$ cat src/rtl/c1_arbiter.sv
// c1_arbiter: two-requester arbiter that sequences C1 cache-bus command/address/data phases and collects the response.
module c1_arbiter #(
    parameter int OFFSET_W  = 4,
    parameter int LINE_W    = 15,
    parameter int C1_DATA_W = 16,
    parameter int TIMEOUT   = 255
) (
    input  logic                             clk,
    input  logic                             reset,
    input  logic [1:0]                       req_valid,
    input  logic [5:0]                       req_cmd,
    input  logic [2*(LINE_W+OFFSET_W)-1:0]   req_addr,
    input  logic [63:0]                      req_wdata,
    output logic [1:0]                       req_done,
    output logic                             req_err,
    output logic [31:0]                      rdata,
    output logic [15:0]                      latency,
    output logic                             c1_own,
    output logic [2:0]                       c1_cmd_out,
    output logic [LINE_W-1:0]                c1_addr_out,
    output logic [C1_DATA_W-1:0]             c1_data_out,
    input  logic [2:0]                       c1_cmd_in,
    input  logic [C1_DATA_W-1:0]             c1_data_in
);
    localparam int AW = LINE_W + OFFSET_W;
    localparam int TW = $clog2(TIMEOUT + 1);
    localparam logic [2:0] NOP = 3'd0, READ8 = 3'd1, READ32 = 3'd3, WRITE32 = 3'd7, RESPONSE = 3'd7;

    typedef enum logic [2:0] {IDLE, ADDR_HI, ADDR_LO, DATA2, WAIT_RESP, RESP2, DONE} state_t;

    state_t         state;
    logic           gnt, last;
    logic [2:0]     cmd;
    logic [AW-1:0]  addr;
    logic [31:0]    wdata;
    logic [TW-1:0]  wcnt;
    logic           g, is_read, is_write;
    logic [2:0]     gcmd;
    logic [AW-1:0]  gaddr;
    logic [31:0]    gwdata;
    logic [15:0]    lat_nx, d16;

    // Tie goes to the requester that was not granted last.
    always_comb begin
        g        = (req_valid == 2'b11) ? ~last : req_valid[1];
        gcmd     = g ? req_cmd[5:3] : req_cmd[2:0];
        gaddr    = g ? req_addr[2*AW-1:AW] : req_addr[AW-1:0];
        gwdata   = g ? req_wdata[63:32] : req_wdata[31:0];
        is_read  = (cmd != NOP) && !cmd[2];
        is_write = cmd[2] && (cmd != 3'd4);
        lat_nx   = (latency == 16'hFFFF) ? latency : latency + 16'd1;
        d16      = 16'(c1_data_in);
    end

    always_ff @(posedge clk or negedge reset) begin
        if (!reset) begin
            state       <= IDLE;
            gnt         <= 1'b0;
            last        <= 1'b1;
            cmd         <= NOP;
            addr        <= '0;
            wdata       <= '0;
            wcnt        <= '0;
            req_done    <= '0;
            req_err     <= 1'b0;
            rdata       <= '0;
            latency     <= '0;
            c1_own      <= 1'b1;
            c1_cmd_out  <= NOP;
            c1_addr_out <= '0;
            c1_data_out <= '0;
        end else begin
            req_done <= '0;
            case (state)
                IDLE: if (|req_valid) begin
                    gnt     <= g;
                    last    <= g;
                    cmd     <= gcmd;
                    addr    <= gaddr;
                    wdata   <= gwdata;
                    latency <= 16'd1;
                    rdata   <= '0;
                    req_err <= 1'b0;
                    if (gcmd == NOP) begin
                        state    <= DONE;
                        req_done <= {g, ~g};
                        req_err  <= 1'b1;
                    end else begin
                        state       <= ADDR_HI;
                        c1_cmd_out  <= gcmd;
                        c1_addr_out <= gaddr[OFFSET_W +: LINE_W];
                    end
                end
                ADDR_HI: begin
                    state       <= ADDR_LO;
                    latency     <= lat_nx;
                    c1_addr_out <= LINE_W'(addr[OFFSET_W-1:0]);
                    c1_data_out <= is_write ? C1_DATA_W'(wdata[15:0]) : '0;
                end
                ADDR_LO: begin
                    latency <= lat_nx;
                    if (cmd == WRITE32) begin
                        state       <= DATA2;
                        c1_data_out <= C1_DATA_W'(wdata[31:16]);
                    end else begin
                        state       <= WAIT_RESP;
                        c1_own      <= 1'b0;
                        c1_cmd_out  <= NOP;
                        c1_data_out <= '0;
                        wcnt        <= '0;
                    end
                end
                DATA2: begin
                    state       <= WAIT_RESP;
                    latency     <= lat_nx;
                    c1_own      <= 1'b0;
                    c1_cmd_out  <= NOP;
                    c1_data_out <= '0;
                    wcnt        <= '0;
                end
                WAIT_RESP: begin
                    latency <= lat_nx;
                    if (c1_cmd_in == RESPONSE) begin
                        rdata <= (cmd == READ8) ? {24'h0, d16[7:0]} : is_read ? {16'h0, d16} : 32'h0;
                        if (cmd == READ32) begin
                            state <= RESP2;
                        end else begin
                            state    <= DONE;
                            req_done <= {gnt, ~gnt};
                            c1_own   <= 1'b1;
                        end
                    end else if (wcnt == TW'(TIMEOUT - 1)) begin
                        state    <= DONE;
                        req_done <= {gnt, ~gnt};
                        req_err  <= 1'b1;
                        c1_own   <= 1'b1;
                    end else begin
                        wcnt <= wcnt + 1'b1;
                    end
                end
                RESP2: begin
                    state        <= DONE;
                    latency      <= lat_nx;
                    rdata[31:16] <= d16;
                    req_done     <= {gnt, ~gnt};
                    c1_own       <= 1'b1;
                end
                DONE: state <= IDLE;
                default: state <= IDLE;
            endcase
        end
    end
endmodule

$ cat config.mk
export PLATFORM = sky130hd
export DESIGN_NAME = c1_arbiter
export DESIGN_NICKNAME = d
export VERILOG_FILES = /design/src/rtl/c1_arbiter.sv
export SDC_FILE = /design/constraint.sdc
export NUM_CORES = 1
export LEC_CHECK = 0
export BUFFER_PORTS_ARGS = -buffer_cell sky130_fd_sc_hd__buf_2
export CAP_MARGIN = 20
export CORE_MARGIN = 4
export CORE_UTILIZATION = 25
export CTS_CLUSTER_DIAMETER = 80
export CTS_CLUSTER_SIZE = 20
export DETAILED_ROUTE_END_ITERATION = 7
export SLEW_MARGIN = 10
export SYNTH_ARGS = -nofsm -noshare
export SYNTH_HDL_FRONTEND = slang
export SYNTH_SLANG_ARGS = --single-unit
export TNS_END_PERCENT = 50
$ cat constraint.sdc
create_clock -name clk -period 3.3 [get_ports clk]
set_input_delay 0 -clock clk [delete_from_list [all_inputs] [get_ports clk]]
set_output_delay 0 -clock clk [all_outputs]
set_load 0.02 [all_outputs]
==> run metrics, run 1 <==
Async SR Flop Fraction between 90% and 100%; detailed-route DRC error count 0; library cell used as clock root buffer sky130_fd_sc_hd__clkbuf_16; Syn. warnings 0; number of design-rule violations left by the first detailed-router iteration ~360; Net Sw Power approximately 3.3 mW; number of input and output port buffers inserted between 200 and 250; worst reg2reg path depth 7; met3 routed WL between 1 and 1.5 mm; number of maximum-capacitance violations 0; critical path start-end classification reg2reg; Synth area leaders sky130_fd_sc_hd__dfrtp_1 (53%), sky130_fd_sc_hd__a22oi_1 (6.1%), sky130_fd_sc_hd__nand2_1 (4.9%); Max VDD drop slightly above 300 uV; floorplan die height about 170 microns; synthesized area per cell 10.2 sq um; most numerous cell on the critical path sky130_fd_sc_hd__buf_4; dpl hpwl approximately 14 mm; power per cell area a little over 800 nW/um^2; std cell rows between 50 and 60; sequential group share of total power 35.1%; main flop type after synthesis sky130_fd_sc_hd__dfrtp_1; width of the chip about 170 microns; number of endpoints failing setup at the final stage 0; Final Hold Viols 0; Final Skew around 14 ps; number of H-tree levels 4; timing endpoint of the critical path wdata[21]$_DFFE_PN0P_; share of the cycle needed by the critical path after routing 78.1%; initial core utilization about a quarter; R2R setup slack a little over 700 ps; clk sinks about 140; peak clock frequency supported by timing 0.388 GHz; final count of pins violating max slew 0; I/O pin count 217; via/cell ratio about 4.8; routed length on met2 roughly 9.6 mm; setup TNS 0 ps; CTS tree yes; number of iterations in the first detailed-routing pass 4; placer congestion estimate 0.812; count of flip-flops with a built-in enable after synthesis 0; total gr overflow 0; Relative slew margins a little over a third; net count after synthesis 760; clock tree buffer depth 2; wire length of the first global-routing pass roughly 34 mm; routed vias 6,191; sequential element share of the synthesized area a little over half; switching share of power between 40% and 50%; share of layout cells above drive strength 1 around 30%; source of the critical timing path last$_DFFE_PN1P_; Die Area between 20,000 and 30,000 sq um; power share of the combinational group 40.6%; Max Used Layer met5; Least-Margin Pin Slew ~950 ps; M1 WL 9.92 mm; clock group share of total power 24.3%; cell count after placement 1,147; number of fill cells approximately 2,500; number of register bits inferred by synthesis ~140; total wire length after detailed routing roughly 21 mm; Worst setup SP type flop; post-synthesis cell type count roughly 60; Net count, final 1,091; master of the slowest instance on the critical path sky130_fd_sc_hd__buf_4; residual antenna-violating net count after detailed routing 0; most numerous cell in the Yosys netlist sky130_fd_sc_hd__dfrtp_1; run status complete, no violations; clock slew at the register clock pins of the worst setup and hold paths roughly 60 ps; Internal Power between 4 and 5 mW; class of the most critical hold timing path in2reg; element type at the critical path end flop; overall power consumption 7.95 mW; GR Util All Layers approximately 15%; min cycle time layout roughly 2600 ps; combined area of all synthesized cells 6360 sq um; via count of the first global-routing pass just over 6,000; CP Data Required Time about 3600 ps; final non-filler cell total roughly 1,300; maximum number of pins on one net before global-route repair 100; antenna violations before repair 1; Synth Instances between 600 and 700; post-synthesis to final-layout area growth 51.2%; origin of the critical flop-to-flop path last$_DFFE_PN1P_; final cell utilization of the core a little under two fifths; core box area approximately 25,000 sq um; setup repair after global routing missed its margin no; cells along the critical path a21boi_4, buf_4, nor2_2, buf_4, a22oi_1, dlygate4sd3_1, o21ai_0; leading post-synthesis cells by instance count sky130_fd_sc_hd__dfrtp_1 (136), sky130_fd_sc_hd__nand2_1 (83), sky130_fd_sc_hd__a22oi_1 (52), sky130_fd_sc_hd__nor2_1 (49), sky130_fd_sc_hd__o21ai_0 (49); Worst EP arrival between 2000 and 3000 ps; CTS buffer count 17; Routed wire per std cell about 16 microns; post-cts gate resize count 0; endpoint of the lowest-slack register-to-register path wdata[21]$_DFFE_PN0P_; crit-path max FO 58; latest clock arrival within the worst-skew pair around 420 ps; top cell type by total area after synthesis sky130_fd_sc_hd__dfrtp_1; antenna cells 0; Lkg Pwr 4.58 nW; max incr delay on CP just over 600 ps; Yosys top cell area share a little over half
## area by class of cell
| cell class | instances | area, sq um | area share (%) |
|---|---|---|---|
| Timing Repair Buffer | 349 | 2390 | 24.8 |
| Sequential cell | 138 | 3460 | 35.9 |
| Tap cell | 330 | 413 | 4.29 |
| Inverter | 7 | 26.3 | 0.273 |
| Multi-Input combinational cell | 444 | 2740 | 28.5 |
| Clock buffer | 18 | 439 | 4.56 |
| Clock inverter | 14 | 159 | 1.65 |
## power groups by stage
stage / logic, mW / clock network (mW) / registers, mW
after floorplan: 1.63 / 0 / 3.12
after global placement: 2.99 / 0 / 2.80
after detailed placement: 3.04 / 0 / 2.81
after CTS: 3.26 / 2.00 / 2.79
after global routing: 3.57 / 2.08 / 2.88
final: 3.23 / 1.94 / 2.79
## placed cells by master, fill, tap and decap left out, types with 9 or more instances in the layout
cell type and n:
sky130_fd_sc_hd__o21ai_1 13, sky130_fd_sc_hd__mux2i_1 18, sky130_fd_sc_hd__nand3_1 14, sky130_fd_sc_hd__a21oi_1 28, sky130_fd_sc_hd__dfrtp_1 136, sky130_fd_sc_hd__o31ai_1 15
sky130_fd_sc_hd__buf_4 12, sky130_fd_sc_hd__a22o_1 34, sky130_fd_sc_hd__nor3_1 9, sky130_fd_sc_hd__clkbuf_16 17, sky130_fd_sc_hd__o21ai_0 49, sky130_fd_sc_hd__nor2_1 47
sky130_fd_sc_hd__dlygate4sd3_1 121, sky130_fd_sc_hd__buf_2 215, sky130_fd_sc_hd__nand2_1 83, sky130_fd_sc_hd__a22oi_1 52
## cells by family after synthesis
| logic type | count (synthesis) | synth area share [%] |
|---|---|---|
| flip-flops | 138 | 54.3 |
| adder cells (fa/ha/maj) | 3 | 0.590 |
| XOR/XNOR | 2 | 0.275 |
| AND/OR/NAND/NOR | 199 | 15.0 |
| multiplexers | 21 | 3.36 |
| buffers and inverters | 44 | 3.11 |
| AO/OA/AOI/OAI | 219 | 23.4 |
## how the worst min path moves through the flow
| stage | start | endpoint | cells past startpoint |
|---|---|---|---|
| floorplan | reset | addr[0]$_DFFE_PN0P_ | 0 |
| global placement | reset | c1_addr_out[7]$_DFFE_PN0P_ | 1 |
| detailed placement | reset | c1_addr_out[7]$_DFFE_PN0P_ | 1 |
| CTS | req_cmd[5] | cmd[2]$_DFFE_PN0P_ | 4 |
| global route | req_cmd[5] | cmd[2]$_DFFE_PN0P_ | 4 |
| finish | req_cmd[4] | cmd[1]$_DFFE_PN0P_ | 4 |
## per-stage QoR
| stage | hold WS [ps] | cell area (sq um) | worst slack [ps] |
|---|---|---|---|
| 2_1_floorplan | -296 | 6360 | 1440 |
| 3_3_place_gp | 176 | 7810 | 1120 |
| 3_5_place_dp | 180 | 7810 | 1080 |
| 4_1_cts | 1.86 | 9620 | 688 |
| 5_1_grt | 11.8 | 9620 | 526 |
| 6_report | 36.6 | 9620 | 723 |
## flip-flops by register name (all words and copies together), names as in the netlist
register and flops:
last 1, gnt 1, c1_own 1, req_done 2, cmd 3, req_err 1, latency 16, addr 4
c1_data_out 16, c1_addr_out 15, wdata 32, rdata 32, c1_cmd_out 3, wcnt 8, state 3
## critical path: cells and delay by family (launching register included)
kind,cells,cell delay [ps]
buffers and inverters,3,1480
AOI/OAI and AO/OA,3,490
DFF,1,380
and+or+nand+nor,1,70
## layer usage
metal  vias to the layer above  track usage, %
met2                       206            22.4
met1                      2973            20.9
met4                         2            5.61
met3                        38            3.40
li1                       2972               -
met5                         -               0
## repair_timing
item,in CTS,in global routing
setup buffers,0,0
setup endpoints to repair,0,0
hold endpoints to repair,179,0
hold buffers,121,0
(Power assumes the default switching activity.)
==> run 2, diff against run 1 <==
Settings changed: ABC_AREA from default to 1.
Clock period 3.3 ns to 2.2 ns, I/O delays scaled along.
==> run 2 against run 1 <==
Via count increased by 19%. Wire length rose by 16%. Combinational power rose by 75%. Highest routed layer unchanged. Flip-flop and latch count is the same. First-iteration DRC count grew 68%. Count of clock-buffer cells in the layout rose by 5. Synthesized cell count grew 41%. Sequential power rose by 52%.
==> run metrics, run 2 <==
number of maximum-capacitance violations 0 (unchanged); GR Util All Layers 15.8% (was 14.9%); maximum number of pins on one net before global-route repair 55 (was 100); CTS buffer count 17 (unchanged); Least-Margin Pin Slew 610 ps (was 949 ps); timing endpoint of the critical path c1_addr_out[12]$_DFFE_PN0P_ (was wdata[21]$_DFFE_PN0P_); wire length of the first global-routing pass 38.8 mm (was 33.8 mm); Internal Power 7.20 mW (was 4.69 mW); synthesized area per cell 7.93 sq um (was 10.2 sq um); top cell type by total area after synthesis sky130_fd_sc_hd__dfrtp_1 (unchanged); clock group share of total power 23.0% (was 24.3%); Synth Instances 881 (was 626); latest clock arrival within the worst-skew pair 420 ps (about the same); met3 routed WL 1.48 mm (was 1.21 mm); clock tree buffer depth 2 (unchanged); dpl hpwl 16.6 mm (was 13.8 mm); Net Sw Power 5.63 mW (was 3.26 mW); Max VDD drop 484 uV (was 311 uV); post-CTS setup-driven buffer insertion count 0 (unchanged); I/O pin count 217 (unchanged); worst reg2reg path depth 5 (was 7); Routed wire per std cell 15.6 microns (was 16.4 microns); via count of the first global-routing pass 7,373 (was 6,180); peak clock frequency supported by timing 0.510 GHz (was 0.388 GHz); power share of the combinational group 44.0% (was 40.6%); routed length on met2 11.4 mm (was 9.56 mm); antenna violations before repair 5 (was 1); number of input and output port buffers inserted 216 (unchanged); Final Skew 14.4 ps (was 13.8 ps); registers with the highest flip-flop counts rdata (32), wdata (32) (unchanged); min cycle time layout 1960 ps (was 2580 ps); number of design-rule violations left by the first detailed-router iteration 611 (was 364); final cell utilization of the core 37.1% (was 38.3%); origin of the critical flop-to-flop path state[1]$_DFFE_PN0P_ (was last$_DFFE_PN1P_); Max Used Layer met5 (unchanged); number of iterations in the first detailed-routing pass 5 (was 4); setup repair after global routing missed its margin no (unchanged); run status complete, no violations (unchanged); switching share of power 43.9% (was 41.0%); most numerous cell in the Yosys netlist sky130_fd_sc_hd__nand2_1 (was sky130_fd_sc_hd__dfrtp_1); number of endpoints failing setup at the final stage 0 (unchanged); combined area of all synthesized cells 6990 sq um (was 6360 sq um); placer congestion estimate 0.852 (was 0.812); critical path start-end classification reg2reg (unchanged); Final Hold Viols 0 (unchanged); number of register bits inferred by synthesis 138 (unchanged); crit-path max FO 15 (was 58); power per cell area 1270 nW/um^2 (was 826 nW/um^2); share of layout cells above drive strength 1 24.1% (was 29.2%); Die Area 30,700 sq um (was 28,100 sq um); post-synthesis cell type count 39 (was 61); total wire length after detailed routing 24.6 mm (was 21.3 mm); detailed-route DRC error count 0 (unchanged); share of the cycle needed by the critical path after routing 89.0% (was 78.1%); Lkg Pwr 5.08 nW (was 4.58 nW); core box area 27,300 sq um (was 25,100 sq um); net count after synthesis 1,015 (was 760); source of the critical timing path state[1]$_DFFE_PN0P_ (was last$_DFFE_PN1P_); clock slew at the register clock pins of the worst setup and hold paths 70 ps (was 60 ps); initial core utilization 25.6% (was 25.3%); routed vias 7,391 (was 6,191); residual antenna-violating net count after detailed routing 0 (unchanged); CP Data Required Time 2560 ps (was 3580 ps); post-synthesis to final-layout area growth 44.8% (was 51.2%); Yosys top cell area share 48.7% (was 53.5%); count of flip-flops with a built-in enable after synthesis 0 (unchanged); main flop type after synthesis sky130_fd_sc_hd__dfrtp_1 (unchanged); Worst setup SP type flop (unchanged); Worst EP arrival 2320 ps (was 2860 ps); floorplan die height 175 microns (was 168 microns); final count of pins violating max slew 0 (unchanged); Async SR Flop Fraction 100% (unchanged); most frequent standard cell in the layout excluding fill and tap cells sky130_fd_sc_hd__nand2_1 (was sky130_fd_sc_hd__buf_2); Relative slew margins 59.3% (was 36.6%); Syn. warnings 0 (unchanged); highest-count cells in the layout ignoring fill and taps sky130_fd_sc_hd__nand2_1 (219), sky130_fd_sc_hd__buf_2 (215), sky130_fd_sc_hd__nand3_1 (204), sky130_fd_sc_hd__dfrtp_1 (136), sky130_fd_sc_hd__dlygate4sd3_1 (107) (was sky130_fd_sc_hd__buf_2 (215), sky130_fd_sc_hd__dfrtp_1 (136), sky130_fd_sc_hd__dlygate4sd3_1 (121), sky130_fd_sc_hd__nand2_1 (83), sky130_fd_sc_hd__a22oi_1 (52)); clk sinks 138 (unchanged); overall power consumption 12.8 mW (was 7.95 mW); M1 WL 10.8 mm (was 9.92 mm); number of fill cells 2,770 (was 2,490); sequential element share of the synthesized area 49.4% (was 54.3%); width of the chip 175 microns (was 168 microns); library cell used as clock root buffer sky130_fd_sc_hd__clkbuf_16 (unchanged); Synth area leaders sky130_fd_sc_hd__dfrtp_1 (49%), sky130_fd_sc_hd__nand3_1 (15%), sky130_fd_sc_hd__nand2_1 (12%) (was sky130_fd_sc_hd__dfrtp_1 (53%), sky130_fd_sc_hd__a22oi_1 (6.1%), sky130_fd_sc_hd__nand2_1 (4.9%)); std cell rows 60 (was 58); number of H-tree levels 4 (unchanged); setup TNS 0 ps (unchanged); R2R setup slack 240 ps (was 720 ps); CTS tree yes (unchanged); total gr overflow 0 (unchanged); worst hold margin 12.1 ps (was 36.6 ps); leading post-synthesis cells by instance count sky130_fd_sc_hd__nand2_1 (219), sky130_fd_sc_hd__nand3_1 (204), sky130_fd_sc_hd__dfrtp_1 (136), sky130_fd_sc_hd__nor2_1 (70), sky130_fd_sc_hd__inv_1 (56) (was sky130_fd_sc_hd__dfrtp_1 (136), sky130_fd_sc_hd__nand2_1 (83), sky130_fd_sc_hd__a22oi_1 (52), sky130_fd_sc_hd__nor2_1 (49), sky130_fd_sc_hd__o21ai_0 (49)); via/cell ratio 4.68 (was 4.76); sequential group share of total power 33.0% (was 35.1%); final non-filler cell total 1,580 (was 1,300); cell count after placement 1,437 (was 1,147); element type at the critical path end flop (unchanged); endpoint of the lowest-slack register-to-register path c1_addr_out[12]$_DFFE_PN0P_ (was wdata[21]$_DFFE_PN0P_); class of the most critical hold timing path in2reg (unchanged); Net count, final 1,326 (was 1,091)
[run 2: changes by cell type after synthesis, sizes merged, moves of 23 or more]
| cell | change |
|---|---|
| buf | +25 |
| inv | +54 |
| a22o | -34 |
| nor2 | +23 |
| a22oi | -52 |
| nand3 | +193 |
| nand2 | +143 |
[run 2: repair_timing]
item | in CTS | in global routing
hold endpoints to repair | 140 | 0
hold buffers | 107 | 0
gates resized for setup | 0 | 0
[run 2: cell families (layout without fill, tap and decap cells)]
logic type	Yosys count	in the layout	synth area share (%)
buffers and inverters	111	435	7.11
xor gates and xnor gates	15	15	1.88
and+or+nand+nor	536	536	34.8
adders and majority gates	3	3	0.537
other	0	3	0
AOI/OAI and AO/OA	78	78	6.23
DFF	138	138	49.4
[run 2: area by class of cell]
| class | instances | area [sq um] | share of cell area, % |
|---|---|---|---|
| flip-flops and latches | 138 | 3460 | 34.1 |
| multi-input cells | 632 | 3040 | 30.0 |
| repair buffers | 342 | 2320 | 22.9 |
| clock buffers | 23 | 488 | 4.82 |
| well taps | 372 | 465 | 4.60 |
| inverters | 61 | 231 | 2.29 |
| clock inverters | 9 | 111 | 1.10 |
| diodes | 3 | 7.51 | 0.0742 |
[run 2: critical path: stages, from the launching register on]
cell,delay (ps)
sky130_fd_sc_hd__dfrtp_1,470
sky130_fd_sc_hd__nor2_1,390
sky130_fd_sc_hd__nand2_1,300
sky130_fd_sc_hd__nand2_1,480
sky130_fd_sc_hd__nand4_1,170
sky130_fd_sc_hd__nand2_1,90
[run 2: stage by stage]
stage,worst slack [ps],cell area [sq um]
after floorplan,559,6990
after global placement,272,8430
after detailed placement,232,8430
after CTS,210,10100
after global routing,38.3,10100
final,241,10100
[run 2: power by group through the flow]
stage          sequential (mW)  clock, mW  combinational (mW)
3_5_place_dp              4.26          0                5.50
3_3_place_gp              4.26          0                5.44
5_1_grt                   4.37       3.13                6.27
6_report                  4.23       2.95                5.65
2_1_floorplan             4.82          0                3.12
4_1_cts                   4.23       3.01                5.66
[run 2: metal layers]
layer	global-route usage, %	up-vias
met1	20.1	3457
met3	4.07	71
li1	-	3548
met2	25.5	311
met4	6.91	4
met5	0	-
[run 2: how the worst min path moves through the flow]
stage                 startpoint                           to  slack, ps  cells past startpoint
floorplan                  reset          addr[0]$_DFFE_PN0P_       -300                      0
global placement           reset  c1_addr_out[12]$_DFFE_PN0P_         -4                      1
detailed placement         reset  c1_addr_out[14]$_DFFE_PN0P_         -3                      1
CTS                 req_addr[15]  c1_addr_out[11]$_DFFE_PN0P_          2                      5
finish              req_addr[15]  c1_addr_out[11]$_DFFE_PN0P_         10                      5
global route        req_addr[15]  c1_addr_out[11]$_DFFE_PN0P_         30                      5
